File: src/rtl/triple_operand_datapath_pkg.sv
// Shared definitions for the triple-operand datapath: step codes, phases, modes.
package triple_operand_datapath_pkg;

  localparam logic [1:0] STEP_LOAD = 2'd0;
  localparam logic [1:0] STEP_OPB  = 2'd1;
  localparam logic [1:0] STEP_OPC  = 2'd2;
  localparam logic [1:0] STEP_FIN  = 2'd3;

  localparam logic MODE_ADD = 1'b1;
  localparam logic MODE_SUB = 1'b0;

  typedef enum logic [1:0] {
    PH_IDLE   = 2'd0,
    PH_LOADED = 2'd1,
    PH_B_DONE = 2'd2,
    PH_C_DONE = 2'd3
  } phase_e;

  // Priority decode: s0 low means LOAD and s1/s2 are never looked at,
  // so an undriven s1/s2 during LOAD cannot leak into the step code.
  function automatic logic [1:0] decode_step(input logic s0, input logic s1, input logic s2);
    if (!s0) begin
      return STEP_LOAD;
    end else if (!s1) begin
      return STEP_OPB;
    end else if (!s2) begin
      return STEP_OPC;
    end else begin
      return STEP_FIN;
    end
  endfunction

endpackage

File: src/rtl/triple_operand_datapath_addsub_ovf.sv
// Combinational WIDTH-bit add/subtract with signed-overflow detection.
module triple_operand_datapath_addsub_ovf
  import triple_operand_datapath_pkg::*;
#(
  parameter int WIDTH = 8
) (
  input  logic [WIDTH-1:0] x,
  input  logic [WIDTH-1:0] y,
  input  logic             m,
  output logic [WIDTH-1:0] sum,
  output logic             ovf
);

  // Wrap-around add or subtract; overflow judged on the sign bits only.
  always_comb begin
    sum = '0;
    ovf = 1'b0;
    if (m == MODE_ADD) begin
      sum = x + y;
      ovf = (x[WIDTH-1] == y[WIDTH-1]) && (sum[WIDTH-1] != x[WIDTH-1]);
    end else begin
      sum = x - y;
      ovf = (x[WIDTH-1] != y[WIDTH-1]) && (sum[WIDTH-1] != x[WIDTH-1]);
    end
  end

endmodule

File: src/rtl/triple_operand_datapath.sv
// Four-step accumulate datapath (LOAD, OPB, OPC, FIN) with capture, counter
// and sticky step-order error.
//
// state     | meaning
// ----------+---------------------------------------------
// PH_IDLE   | no computation in flight (after reset/capture)
// PH_LOADED | acc holds A, waiting for OPB
// PH_B_DONE | acc holds A+/-B, waiting for OPC
// PH_C_DONE | acc holds final value, waiting for FIN+done
module triple_operand_datapath
  import triple_operand_datapath_pkg::*;
#(
  parameter int WIDTH = 8,
  parameter int CNT_W = 8
) (
  input  logic             clk,
  input  logic             reset_n,
  input  logic             e,
  input  logic             m,
  input  logic             s0,
  input  logic             s1,
  input  logic             s2,
  input  logic             done,
  input  logic [WIDTH-1:0] a,
  input  logic [WIDTH-1:0] b,
  input  logic [WIDTH-1:0] c,
  output logic [WIDTH-1:0] result,
  output logic             ovf,
  output logic             result_valid,
  output logic [CNT_W-1:0] result_count,
  output logic             seq_err
);

  logic [WIDTH-1:0] acc_q, acc_d;
  logic             ovf_acc_q, ovf_acc_d;
  phase_e           phase_q, phase_d;
  logic [WIDTH-1:0] result_q, result_d;
  logic             ovf_q, ovf_d;
  logic             result_valid_q, result_valid_d;
  logic [CNT_W-1:0] result_count_q, result_count_d;
  logic             seq_err_q, seq_err_d;

  logic [1:0]       step;
  logic [WIDTH-1:0] operand;
  logic [WIDTH-1:0] alu_sum;
  logic             alu_ovf;

  assign step    = decode_step(s0, s1, s2);
  // One shared adder: OPC uses C, everything else presents B.
  assign operand = (step == STEP_OPC) ? c : b;

  triple_operand_datapath_addsub_ovf #(.WIDTH(WIDTH)) u_addsub (
    .x   (acc_q),
    .y   (operand),
    .m   (m),
    .sum (alu_sum),
    .ovf (alu_ovf)
  );

  // Next-state for phase, accumulator, capture registers and error flag.
  always_comb begin
    acc_d          = acc_q;
    ovf_acc_d      = ovf_acc_q;
    phase_d        = phase_q;
    result_d       = result_q;
    ovf_d          = ovf_q;
    result_valid_d = 1'b0;
    result_count_d = result_count_q;
    seq_err_d      = seq_err_q;
    if (e) begin
      case (step)
        STEP_LOAD: begin
          acc_d     = a;
          ovf_acc_d = 1'b0;
          phase_d   = PH_LOADED;
        end
        STEP_OPB: begin
          if (phase_q == PH_LOADED) begin
            acc_d     = alu_sum;
            ovf_acc_d = ovf_acc_q | alu_ovf;
            phase_d   = PH_B_DONE;
          end else begin
            seq_err_d = 1'b1;
          end
        end
        STEP_OPC: begin
          if (phase_q == PH_B_DONE) begin
            acc_d     = alu_sum;
            ovf_acc_d = ovf_acc_q | alu_ovf;
            phase_d   = PH_C_DONE;
          end else begin
            seq_err_d = 1'b1;
          end
        end
        default: begin
          // FIN without done is a no-op, not an error.
          if (done) begin
            if (phase_q == PH_C_DONE) begin
              result_d       = acc_q;
              ovf_d          = ovf_acc_q;
              result_valid_d = 1'b1;
              result_count_d = result_count_q + {{(CNT_W-1){1'b0}}, 1'b1};
              phase_d        = PH_IDLE;
            end else begin
              seq_err_d = 1'b1;
            end
          end
        end
      endcase
    end
  end

  // State registers with asynchronous active-low reset.
  always_ff @(posedge clk or negedge reset_n) begin
    if (!reset_n) begin
      acc_q          <= '0;
      ovf_acc_q      <= 1'b0;
      phase_q        <= PH_IDLE;
      result_q       <= '0;
      ovf_q          <= 1'b0;
      result_valid_q <= 1'b0;
      result_count_q <= '0;
      seq_err_q      <= 1'b0;
    end else begin
      acc_q          <= acc_d;
      ovf_acc_q      <= ovf_acc_d;
      phase_q        <= phase_d;
      result_q       <= result_d;
      ovf_q          <= ovf_d;
      result_valid_q <= result_valid_d;
      result_count_q <= result_count_d;
      seq_err_q      <= seq_err_d;
    end
  end

  assign result       = result_q;
  assign ovf          = ovf_q;
  assign result_valid = result_valid_q;
  assign result_count = result_count_q;
  assign seq_err      = seq_err_q;

endmodule

File: config.mk
export PLATFORM = sky130hd
export DESIGN_NAME = triple_operand_datapath
export DESIGN_NICKNAME = d
export VERILOG_FILES = /design/src/rtl/triple_operand_datapath_pkg.sv /design/src/rtl/triple_operand_datapath_addsub_ovf.sv /design/src/rtl/triple_operand_datapath.sv
export SDC_FILE = /design/constraint.sdc
export NUM_CORES = 1
export LEC_CHECK = 0
export ABC_AREA = 1
export CAP_MARGIN = 0
export CORE_ASPECT_RATIO = 0.6
export CORE_MARGIN = 4
export CORE_UTILIZATION = 50
export CTS_BUF_LIST = sky130_fd_sc_hd__clkbuf_4
export CTS_CLUSTER_SIZE = 16
export DETAILED_ROUTE_END_ITERATION = 10
export PLACE_DENSITY = 0.86
export SLEW_MARGIN = 20
export SYNTH_ARGS = -nofsm -noshare
export SYNTH_HDL_FRONTEND = slang
export SYNTH_SLANG_ARGS = --single-unit
File: constraint.sdc
create_clock -name clk -period 2.5 [get_ports clk]
set_input_delay 0.25 -clock clk [delete_from_list [all_inputs] [get_ports clk]]
set_output_delay 0.25 -clock clk [all_outputs]
set_load 0.05 [all_outputs]
Word level (Yosys, flattened, before mapping)
Index checks and enable logic that the tools add are counted.
- register bits: 30
- input bits: 32
- add/sub/neg operators: 3
- eq/ne operators: 14
- muxes and demuxes: 26
- bitwise logic cells: 3
- reduce and logical (&&, ||, !) cells: 12
- operators with widths (cell ; number):
    two-way mux 8 bit ; 4
    case mux 8 bit (3 select lines) ; 1
    two-way mux 1 bit ; 12
    two-way mux 2 bit ; 6
    adder 8 x 1 -> 8 bit (second input constant) ; 1
    adder 8 bit ; 1
    AND reduction 4 bit ; 2
    nonzero test 4 bit ; 2
    subtractor 8 bit ; 1
    equality test 2 bit (second input constant) ; 3
    != test 2 bit (second input constant) ; 3
    case mux 1 bit (3 select lines) ; 2
    case mux 2 bit (3 select lines) ; 1
    AND reduction 6 bit ; 1
    nonzero test 3 bit ; 2
    AND reduction 5 bit ; 1
    equality test 2 x 1 -> 1 bit (second input constant) ; 2
    != test 1 bit ; 3
    != test 3 x 2 -> 1 bit (second input constant) ; 1
    OR reduction 3 bit ; 1
    logical AND 1 bit ; 2
    logical NOT 2 bit ; 1
    != test 2 x 1 -> 1 bit (second input constant) ; 1
    NOT 1 bit ; 2
    other kinds (2) ; 2

Logic depth before layout (Yosys ltp)
Gate-level depths: netlist of the first run.
- depth in word-level cells: 12
- gate-level depth with buffers: 20
- depth with buffers taken out: 19

By module
A second synthesis of the first run with hierarchy kept.
- cell total of the unflattened synthesis: 358
- area, all modules: 2413.6 um2
- modules (own cells, without submodules) (module ; times used ; cells an instance ; area an instance (um2) ; sequential area each (um2)):
    triple_operand_datapath ; 1 ; 220 ; 1626.6 ; 750.7
    triple_operand_datapath_addsub_ovf ; 1 ; 138 ; 787.0 ; 0.0

Least setup slack after synthesis of the first run
Ideal clock, no wire load.
- kind: input -> register
- start point: input port s2
- end point: register acc_q[4]
- arrival time: 2.284 ns
- slack: 0.092 ns
- stages: 16
- cell sequence: inv_1 -> nand2_1 -> nand2_1 -> ha_1 -> buf_2 -> buf_1 -> nand2_1 -> o21ai_0 -> fa_1 -> nand3_1 -> nand2_1 -> nand2_1 -> o21ai_0 -> or2_2 -> nand3_1 -> nand2_1
- longest elaborated chain between the ends: 9
- elaborated cells on any way between the ends: 17
- classes of those cells: add/sub: 2; eq/ne: 4; mux: 8; reduce/logical: 3
- ends and longest elaborated chain (what ; RTL line ; text):
    from (decl) ; triple_operand_datapath.sv:22 ; input logic s2,
    two-way mux 1 bit * ; triple_operand_datapath_pkg.sv:26 ; end else if (!s2) begin
    two-way mux 2 bit * ; triple_operand_datapath_pkg.sv:24 ; end else if (!s1) begin
    two-way mux 2 bit * ; triple_operand_datapath_pkg.sv:22 ; if (!s0) begin
    equality test 2 bit ; triple_operand_datapath.sv:50, triple_operand_datapath.sv:71 ;
    two-way mux 8 bit ; triple_operand_datapath.sv:50 ; assign operand = (step == STEP_OPC) ? c : b;
    subtractor 8 bit or adder 8 bit (tied branches) ; triple_operand_datapath_addsub_ovf.sv:22, triple_operand_datapath_addsub_ovf.sv:19 ;
    two-way mux 8 bit ; triple_operand_datapath_addsub_ovf.sv:18 ; if (m == MODE_ADD) begin
    two-way mux 8 bit, on equally long branches ; triple_operand_datapath.sv:87, triple_operand_datapath.sv:78 ;
    case mux 8 bit (3 select lines) ; triple_operand_datapath.sv:71 ; case (step)
    to (signal assigned) ; triple_operand_datapath.sv:116 ; acc_q <= '0;
    to (signal assigned) ; triple_operand_datapath.sv:125 ; acc_q <= acc_d;
    to (decl) ; triple_operand_datapath.sv:34 ; logic [WIDTH-1:0] acc_q, acc_d;
Every way passes the cells marked *; elsewhere a longest branch is shown, timed or not. The select of a mux whose other input is x is not followed.
A chain may end at the register's enable or synchronous reset.

Worst setup path after layout of the first run
- start point: input port s2
- end point: register ovf_acc_q
- longest elaborated chain between the ends: 12
- elaborated cells on any way between the ends: 24
- classes of those cells: add/sub: 2; eq/ne: 8; mux: 8; bitwise: 1; reduce/logical: 5
- ends and longest elaborated chain (what ; RTL line ; text):
    two-way mux 1 bit * ; triple_operand_datapath_pkg.sv:26 ;
    two-way mux 2 bit * ; triple_operand_datapath_pkg.sv:24 ;
    two-way mux 2 bit * ; triple_operand_datapath_pkg.sv:22 ;
    equality test 2 bit ; triple_operand_datapath.sv:50, triple_operand_datapath.sv:71 ;
    two-way mux 8 bit ; triple_operand_datapath.sv:50 ;
    subtractor 8 bit or adder 8 bit (tied branches) ; triple_operand_datapath_addsub_ovf.sv:22, triple_operand_datapath_addsub_ovf.sv:19 ;
    != test 1 bit, on equally long branches ; triple_operand_datapath_addsub_ovf.sv:23, triple_operand_datapath_addsub_ovf.sv:20 ;
    logical AND 1 bit, on equally long branches ; triple_operand_datapath_addsub_ovf.sv:23, triple_operand_datapath_addsub_ovf.sv:20 ;
    two-way mux 1 bit ; triple_operand_datapath_addsub_ovf.sv:18 ;
    bitwise OR 1 bit ; triple_operand_datapath.sv:80, triple_operand_datapath.sv:89 ;
    two-way mux 1 bit, on equally long branches ; triple_operand_datapath.sv:87, triple_operand_datapath.sv:78 ;
    case mux 1 bit (3 select lines) ; triple_operand_datapath.sv:71 ;
    to (signal assigned) ; triple_operand_datapath.sv:126 ; ovf_acc_q <= ovf_acc_d;
    to (decl) ; triple_operand_datapath.sv:35 ; logic ovf_acc_q, ovf_acc_d;
Marks and branches as above.

==> metrics.log, run 1 <==
INFO  metric number_of_cell_rows = 18
INFO  metric synthesis.yosys.warnings = 0
INFO  metric firstDrtPassIters = 4
INFO  metric max_cap_viol_count = 0
INFO  metric timing.slew.headroom = 65.7%
INFO  metric place_hpwl = 4390 µm
INFO  metric clock_tree.root_cell = sky130_fd_sc_hd__clkbuf_4
INFO  metric clock_insertion_delay_worst_skew = 0.33 ns
INFO  metric finalWeightedCongestion = around 0.93
INFO  metric worstPathArrival = 2.61 ns
INFO  metric final.period_utilization = 94.0%
INFO  metric syn_area = 0.00225 mm²
INFO  metric syn_avg_cell_area = around 7.4 µm²
INFO  metric floorplan.initialDensity = 53.4%
INFO  metric synth-compound-area-share = 11.0%
INFO  metric fin_nets = 432
INFO  metric grtUsageMet3 = 4.15%
INFO  metric critical_path_required = 2.75 ns
INFO  metric critical_path.endpoint = ovf_acc_q$_DFFE_PN0P_
INFO  metric ys.flop_type = sky130_fd_sc_hd__dfrtp_1
INFO  metric post_layout_nonfiller_instances = 438
INFO  metric combinational_family_with_the_most_area_after_synthesis = simple AND/OR/NAND/NOR gates
INFO  metric synth_fp_nets = 356
INFO  metric cts-buffers-inserted = 5
INFO  metric clkSinkCount = 30
INFO  metric slowest_stage = sky130_fd_sc_hd__clkdlybuf4s50_1
INFO  metric critical_path_depth = 21
INFO  metric min-delay-path-class = input port to async pin
INFO  metric status = finished clean
INFO  metric pin_count_of_the_biggest_net_entering_global_routing = 31
INFO  metric synth-edff-count = 0
INFO  metric r2r-start = acc_q[0]$_DFFE_PN0P_
INFO  metric crit-reg2reg-capture = acc_q[4]$_DFFE_PN0P_
INFO  metric fin_util = 74.0%
INFO  metric syn_to_final_growth = 38.6%
INFO  metric synth_simple_gate_area_share = 29.4%
INFO  metric layout_setup_ws = approximately 0.15 ns
INFO  metric critical_path.n_buffers_inverters = 5
INFO  metric drt_first_iter_violations = 125
INFO  metric cts-root-to-sink-buffers = 2
INFO  metric netlist.top_cell.by_area = sky130_fd_sc_hd__dfrtp_1
INFO  metric grt_pass1_wl = 9000 µm
INFO  metric post_synth_fa_ha_maj_area_fraction = 12.9%
INFO  metric timing.final.setup_violations = 0
INFO  metric timing.critical_path.mode_cell = sky130_fd_sc_hd__nand2_1
INFO  metric stage_delay_of_the_slowest_cell_on_the_critical_path = 0.45 ns
INFO  metric synth.lib_cells_used.distinct = 34
INFO  metric pre_cts_ws = -0.360 ns
INFO  metric cellLeakagePower = 1.60 nW
INFO  metric timing.critical_path.cells = clkdlybuf4s50_1 > inv_1 > nand2_1 > nand2_2 > ha_4 > buf_12 > nand2_1 > o21ai_1 > buf_4 > ha_1 > inv_2 > nand2_1 > nor2_2 > nand3_2 > nand2_2 > nand2_1 > nand2_1 > nand2_1 > nand2_1 > nand2_1 > a21oi_1
INFO  metric timing.fmax = 425 MHz
INFO  metric num_vias = 2205
INFO  metric maxSlewViolCount = 0
INFO  metric worst_setup_path_end_kind = register
INFO  metric met1_usage = 27.6%
INFO  metric timing_worst_slew_pin_value = 0.512 ns
INFO  metric powerDensity = 724 mW/mm²
INFO  metric grt_util_all_layers = 20.4%
INFO  metric setup.worst_path.class = input port to register
INFO  metric grt_antenna_before_repair = 0
INFO  metric synth.top_cells.by_area = sky130_fd_sc_hd__dfrtp_1 (33%), sky130_fd_sc_hd__nand2_1 (16%), sky130_fd_sc_hd__ha_1 (11%), sky130_fd_sc_hd__inv_1 (8.0%), sky130_fd_sc_hd__nand3_1 (4.7%)
INFO  metric cts-htree-levels = 2
INFO  metric post_cts_buffers = 0
INFO  metric timing.final.crit_period = 2.35 ns
INFO  metric synthesis.instances = about 300
INFO  metric r2r.worst_path.cells = 10
INFO  metric clk_pin_slew = 0.10 ns
INFO  metric io_pins = 51
INFO  metric synth.area.mux_share = 0%
INFO  metric drcViolationCount = 0
INFO  metric globalRouteMet2Util = approximately 34%
INFO  metric grt.busiest_layer = met2
INFO  metric worst_path_dominant_cell_family = simple AND/OR/NAND/NOR gates
INFO  metric peakVddDrop = 0.000349 V
INFO  metric synth_top_area_share = 33.4%
INFO  metric rrSetupSlack = about 0.62 ns
INFO  metric start_kind = input port
INFO  metric setup_crit_start = s2
INFO  metric place_inst = 431
INFO  metric first_global_vias = 2006
INFO  metric dieHeight = 59.9 µm
INFO  metric avgViaCountPerCell = 5.03
INFO  metric crit_fanout = 12
INFO  metric post_cts_hold_buffer_count = 0
INFO  metric fin_skew = 0.00871 ns
INFO  metric cts_tree = yes
INFO  metric detail-route-antenna-nets = 0
INFO  metric io_buffer_count = 50
INFO  metric fraction_of_layout_cells_with_a_size_suffix_above_1 = 17.5%
INFO  metric routed_wirelength = roughly 5400 µm
INFO  metric synth_sequential_area_ratio = 33.4%
INFO  metric synth.ff_latch_count = 30
INFO  metric synth_xor_xnor_area_share = 3.90%
INFO  metric die_width = 94.6 µm
INFO  metric finalHoldViolCount = 0
INFO  metric routedWlPerCell = 12.4 µm
INFO  metric diodes = 0
INFO  metric globalRouteOverflowTotal = 0
INFO  metric die_area = 0.00567 mm²
INFO  metric synth-async-reset-ratio = 100%
INFO  metric core = 0.00421 mm²
==> layer usage <==
metal	up-vias	part of all wire (%)
met1	1007	46
met2	85	45
li1	1105	-
met3	8	7.7
met5	-	0
met4	0	1.3
==> report_power, final <==
part	internal, mW	switching [mW]	leakage (nW)
logic	0.556	0.725	1.19
clock network	0.101	0.162	0.0308
registers	0.583	0.130	0.381
==> cell families (layout without fill, tap and decap cells) <==
family,count (synthesis),in the layout
AO/OA/AOI/OAI,40,40
flip-flops,30,30
AND/OR/NAND/NOR,145,145
buffers and inverters,55,131
adder cells (fa/ha/maj),22,22
XOR/XNOR,10,10
==> flip-flops by register name (all words and copies together), names as in the netlist <==
| signal | cells |
|---|---|
| ovf_acc_q | 1 |
| result_valid | 1 |
| result_count | 8 |
| result | 8 |
| phase_q | 2 |
| acc_q | 8 |
| ovf | 1 |
| seq_err | 1 |
==> final cells by class <==
| cell class | instances | area [µm²] |
|---|---|---|
| Clock buffer | 5 | 37.5 |
| Tap cell | 60 | 75.1 |
| Timing Repair Buffer | 73 | 688 |
| Inverter | 51 | 194 |
| Fill cell | 335 | 1100 |
| Clock inverter | 2 | 10.0 |
| Sequential cell | 30 | 751 |
| Multi-Input combinational cell | 217 | 1360 |
==> per-stage QoR <==
| step | area, µm² | power [mW] | hold slack (ns) | TNS, ns |
|---|---|---|---|---|
| 2_1_floorplan | 2250 | 1.45 | -0.0456 | 0 |
| 3_3_place_gp | 2990 | 1.87 | 0.455 | -1.85 |
| 3_5_place_dp | 2990 | 1.91 | 0.460 | -2.11 |
| 4_1_cts | 3040 | 2.17 | 0.294 | 0 |
| 5_1_grt | 3120 | 2.43 | 0.318 | -0.0433 |
| 6_report | 3120 | 2.26 | 0.290 | 0 |
==> synthesized netlist by cell type (3+ instances only) <==
library cell	number
sky130_fd_sc_hd__xor2_1	6
sky130_fd_sc_hd__dfrtp_1	30
sky130_fd_sc_hd__xnor2_1	4
sky130_fd_sc_hd__nand2_1	97
sky130_fd_sc_hd__nor2_1	12
sky130_fd_sc_hd__a21oi_1	10
sky130_fd_sc_hd__or2_2	3
sky130_fd_sc_hd__o21ai_2	3
sky130_fd_sc_hd__nand3_1	21
sky130_fd_sc_hd__o21ai_0	18
sky130_fd_sc_hd__ha_1	20
sky130_fd_sc_hd__inv_1	48
==> placed cells by master (no fill, tap or decap), drive strengths merged <==
cell	count
a211oi	1
a21oi	10
a22oi	4
a41o	1
buf	23
clkbuf	5
clkdlybuf4s50	49
clkinv	4
dfrtp	30
dlymetal6s2s	1
fa	2
ha	20
inv	49
nand2	99
nand3	23
nand3b	1
nand4	1
nor2	15
nor3	2
nor4	1
o2111ai	1
o211ai	2
o21ai	21
or2	3
xnor2	4
xor2	6
==> worst min-delay path by stage <==
stage,cells after the start,from,slack (ns),endpoint
finish,2,reset_n,0.29,result_count[5]$_DFFE_PN0P_
CTS,2,reset_n,0.29,result_count[5]$_DFFE_PN0P_
floorplan,0,reset_n,-0.05,acc_q[0]$_DFFE_PN0P_
global placement,1,seq_err$_DFFE_PN0P_,0.45,seq_err$_DFFE_PN0P_
global route,2,reset_n,0.32,result_count[6]$_DFFE_PN0P_
detailed placement,1,seq_err$_DFFE_PN0P_,0.46,seq_err$_DFFE_PN0P_
==> repair_timing <==
| action | 4_1_cts | 5_1_grt |
|---|---|---|
| resized for setup | 2 | 27 |
| pin swaps | 0 | 7 |
| endpoints found under the setup margin | 2 | 6 |
(Power assumes the default switching activity.)
==> run 2: changes to the inputs <==
TNS_END_PERCENT = 1   (was default)
==> results of run 2 <==
The final DEF is identical to that of run 1; final timing and power are the same.
==> run 3: changes to the inputs <==
SLEW_MARGIN = 5   (was 20)
==> results of run 3 <==
The final DEF is identical to that of run 1; final timing and power are the same.
==> edit 1 (flow settings as in run 3) <==
Change the parameter `CNT_W` from 8 to 9.
--- a/src/rtl/triple_operand_datapath.sv
+++ b/src/rtl/triple_operand_datapath.sv
@@ -13,3 +13,3 @@
   parameter int WIDTH = 8,
-  parameter int CNT_W = 8
+  parameter int CNT_W = 9
 ) (
Ports: changed (resized result_count); port bits go from 51 to 52. No check against the original RTL was run, so the function may have changed too.
==> edit 1 against run 3 <==
  * Clock skew down 0.0014 ns
  * Area after synthesis up 2.8%
  * Power increased by 14%
  * Non-clock buffer count increased by 9
  * Largest power group unchanged
  * Global-route usage grew 4.3 points
  * Core utilization grew 2.0 points
  * Worst setup slack got worse by 0.064 ns
  * Routed wire length grew 29%
  * Critical endpoint is now acc_q[6]
  * Fmax is 2.6% lower
  * Final cell count is 3.9% higher
  * Sequential power rose by 2%
  * Design area grew 4.3%
  * Sequential cell count rose by 1
  * Critical path type unchanged
==> edit 1: results <==
set metrics [dict create \
    r2r_end "acc_q[6]" \
    instances_no_fill 455 \
    ys_top_cells_by_area "dfrtp_1 34%, nand2_1 13%, ha_1 11%, inv_1 8.0%, nand3_1 5.4%" \
    portBuffers 51 \
    buffers 82 \
    nMultiInputCombCells 224 \
    p_leak_nw 1.660 \
    final_core_util_pct 75.94 \
    grt_use_total_pct 24.73 \
    max_slew_margin_pct 64.76 \
    finalClockSkew_ns 0.007305 \
    routedWlPerCell_um 15.47 \
    drtIter0Drc 203 \
    reg2reg_depth 12 \
    fin_nets 448 \
    post-place-ws_ns -0.4021 \
    dp_cells 441 \
    grt_max_degree 32 \
    outcome "complete, no violations" \
    hold_class "input port to async pin" \
    gp_congestion 0.9793 \
    avgSynthCellArea_um2 7.407 \
    dp_hpwl_um 5061 \
    yosysSeqAreaShare_pct 33.57 \
    synth_common_cells "81 x nand2_1, 49 x inv_1, 31 x dfrtp_1, 25 x nand3_1, 25 x nor2_1" \
    grt_pass1_wl_um 10740 \
    netSwitchingPower_mw 1.155 \
    firstDrtPassIters 5 \
    vdd_ir_drop_max_v 0.0005462 \
    grt_pass1_vias 2221 \
    ys.flop_type "dfrtp_1" \
    buffer_area_share_pct 23.10 \
    multi_input_area_share_pct 42.43 \
    clk_pin_slew_ns 0.12 \
    nFillCells 307 \
    placed_cell_area_um2 3040 \
    nNonClkInverters 50 \
    viasPerCell 5.415 \
    r2r_start "acc_q[1]" \
    cts.sinks 31 \
    drive_gt1_share_pct 18.48 \
    clkCellAreaFrac_pct 2.503 \
    ff_latch_area_um2 775.7 \
    cp_max_fo 10 \
]
## edit 1: cell types whose count changed after synthesis, sizes merged, moves of 3 or more
cell,change
nand2,-17
nor2,+13
mux2,+5
a21oi,+4
a22oi,-3
buf,+3
nand4,+3
## edit 1: power groups by stage
stage / Sequential [mW] / Combinational (mW) / Clock, mW
6_report: 0.724 / 1.44 / 0.411
5_1_grt: 0.737 / 1.57 / 0.446
4_1_cts: 0.712 / 1.26 / 0.419
3_5_place_dp: 0.720 / 1.23 / 0
3_3_place_gp: 0.712 / 1.22 / 0
2_1_floorplan: 0.825 / 0.658 / 0
## edit 1: cell families (layout without fill, tap and decap cells)
family                   Yosys count  count (layout)  synth area share [%]
AND/OR/NAND/NOR                  143             143                 26.42
buffers and inverters             57             140                 10.02
AO/OA/AOI/OAI                     44              44                 11.21
flip-flops                        31              31                 33.57
adder cells (fa/ha/maj)           22              22                 12.56
XOR/XNOR                          10              10                 3.790
multiplexers                       5               5                 2.436
## edit 1: worst min path at each step
stage	startpoint	cells past startpoint	to	slack (ns)
2_1_floorplan	reset_n	0	acc_q[0]	-0.05
3_3_place_gp	seq_err	1	seq_err	0.46
3_5_place_dp	seq_err	1	seq_err	0.46
4_1_cts	reset_n	2	result[1]	0.31
5_1_grt	reset_n	2	result[5]	0.31
6_report	reset_n	2	result[1]	0.29
## edit 1: what timing repair did
item / 4_1_cts / 5_1_grt
setup buffers: 1 / 5
hold buffers: 0 / 0
gates cloned: 0 / 0
pin swaps: 1 / 8
setup endpoints to repair: 4 / 7
resized for setup: 3 / 25
## edit 1: metal layers
layer | part of all wire (%) | GRT usage [%] | wire length (um)
met2 | 42 | 34.58 | 2929
met3 | 11 | 8.302 | 790
met4 | 0.99 | 4.656 | 70
met1 | 46 | 37.19 | 3251
met5 | 0 | 0 | 0
==> edit 2 (settings of run 3) <==
Without the edit above. Register the input `e` before use. The logic sees it one clock later. The other inputs are not delayed to match.
--- a/src/rtl/triple_operand_datapath.sv
+++ b/src/rtl/triple_operand_datapath.sv
@@ -32,2 +32,8 @@
 );
+
+  logic e_q;
+
+  always_ff @(posedge clk) begin
+    e_q <= e;
+  end
 
@@ -69,3 +75,3 @@
     seq_err_d      = seq_err_q;
-    if (e) begin
+    if (e_q) begin
       case (step)
Formal check against the unedited RTL: not equivalent (a bounded check fails within 4 cycles, from zero or initial values and one cycle with reset_n low).
==> edit 2 against run 3 <==
  * Count of clock-buffer cells in the layout rose by 1
  * Clock skew fell by 0.0028 ns
  * Register-to-register slack improved by 0.09 ns
  * Routed wire length rose by 8.6%
  * Core utilization fell by 0.98 points
  * Area after synthesis fell by 0.89%
  * Design area fell by 1.3%
  * Worst setup slack improved by 0.018 ns
  * First-iteration DRC count rose by 17%
  * Power fell by 0.72%
  * Non-clock buffer count rose by 2
  * Sequential cell count rose by 1
  * Largest power group unchanged
  * Highest routed layer unchanged
==> edit 2: results <==
set metrics [dict create \
    gr-usage-met1_pct 30.82 \
    grt_max_degree 31 \
    yosysWarningCount 0 \
    grt_use_total_pct 21.71 \
    syn_nets 359 \
    tightestPinTransition_ns 0.5180 \
    met3_length_um 482 \
    post-place-ws_ns -0.4407 \
    vdd_ir_drop_max_v 0.0005350 \
    firstDrtPassIters 6 \
    grt_pass1_vias 2112 \
    share_seq_of_total_power_pct 31.5 \
    ys.flop_type "dfrtp_1" \
    power_frac_clock_pct 12.6 \
    syn_inst 305 \
    outcome "complete, no violations" \
    grt_use_met3_pct 5.786 \
    wirelength_met1_um 2747 \
    p_leak_nw 1.607 \
    placed_cell_area_um2 2958 \
    viasPerCell 5.118 \
    drtIter0Drc 146 \
    antennaDiodeCount 0 \
    async_flop_share_pct 96.77 \
    cp_max_fo 5 \
    yosysSeqAreaShare_pct 34.59 \
    use_met2_pct 33.97 \
    synth_common_cells "94 x nand2_1, 51 x inv_1, 30 x dfrtp_1, 22 x nand3_1" \
    fin_nets 435 \
    cts_buffers 5 \
    routed_wl_um 5918 \
    clock_path_buffers 2 \
    clk_pin_slew_ns 0.10 \
    dp_hpwl_um 4838 \
    routedWlPerCell_um 13.39 \
    pwr.group.clock_mw 0.282 \
    hold_class "input port to async pin" \
    grt_pass1_wl_um 9515 \
    post-route-cell-area_um2 3074 \
    nFillCells 333 \
    clock_latency_ns 0.32 \
    ys_types 30 \
    netSwitchingPower_mw 0.9927 \
    dp_cells 433 \
    routed-wl-met2_um 2605 \
    gp_congestion 0.9139 \
    finalClockSkew_ns 0.005899 \
    antenna_found_initial 0 \
    maxUsedRoutingLayer "met4" \
    drive_gt1_share_pct 14.40 \
    root_buffer "clkbuf_4" \
    portBuffers 50 \
    h-tree-depth 2 \
    ys_top_cells_by_area "dfrtp_1 34%, nand2_1 16%, ha_1 11%, inv_1 8.6%, nand3_1 4.9%" \
]
==> edit 2: layout make-up <==
class / count / area share [%]
clock buffers: 6 / 1.465
clock inverters: 2 / 0.2442
well taps: 60 / 2.442
inverters: 51 / 6.227
flip-flops and latches: 31 / 25.07
repair buffers: 75 / 22.79
multi-input cells: 217 / 41.76
==> edit 2: worst paths after layout <==
kind | start | endpoint | slack, ns | cells after the start
worst min-delay path | reset_n | seq_err | 0.30 | 2
worst max-delay path | s2 | acc_q[6] | 0.17 | 20
worst min register to register | result_count[7] | result_count[7] | 0.47 | 1
worst max register to register | acc_q[0] | acc_q[6] | 0.71 | 13
min in group clk | e | e_q | 0.36 | 1
max in group asynchronous | reset_n | acc_q[4] | 1.92 | 2
==> edit 2: critical path: stages <==
cell	delay, ns
clkdlybuf4s50_1	0.45
inv_1	0.03
nand2_1	0.06
nand2_2	0.08
ha_4	0.18
buf_4	0.14
nand2_1	0.05
nand2_1	0.08
ha_2	0.19
fa_2	0.34
inv_2	0.07
nand3_2	0.09
nand2_2	0.08
nand3_2	0.07
nand2_1	0.07
nand2_1	0.05
nand3_1	0.06
nand3_1	0.07
nand2_1	0.07
nand2_1	0.05
==> edit 2: what timing repair did <==
item,in CTS,in global routing
buffers inserted,0,1
resized for setup,2,22
pin swaps,0,5
setup endpoints to repair,3,6
==> edit 2: cell families after synthesis <==
family / share of synthesized area (%)
AND/OR/NAND/NOR: 27.51
buffers and inverters: 10.33
AO/OA/AOI/OAI: 10.61
flip-flops: 34.59
adder cells (fa/ha/maj): 13.03
XOR/XNOR: 3.931
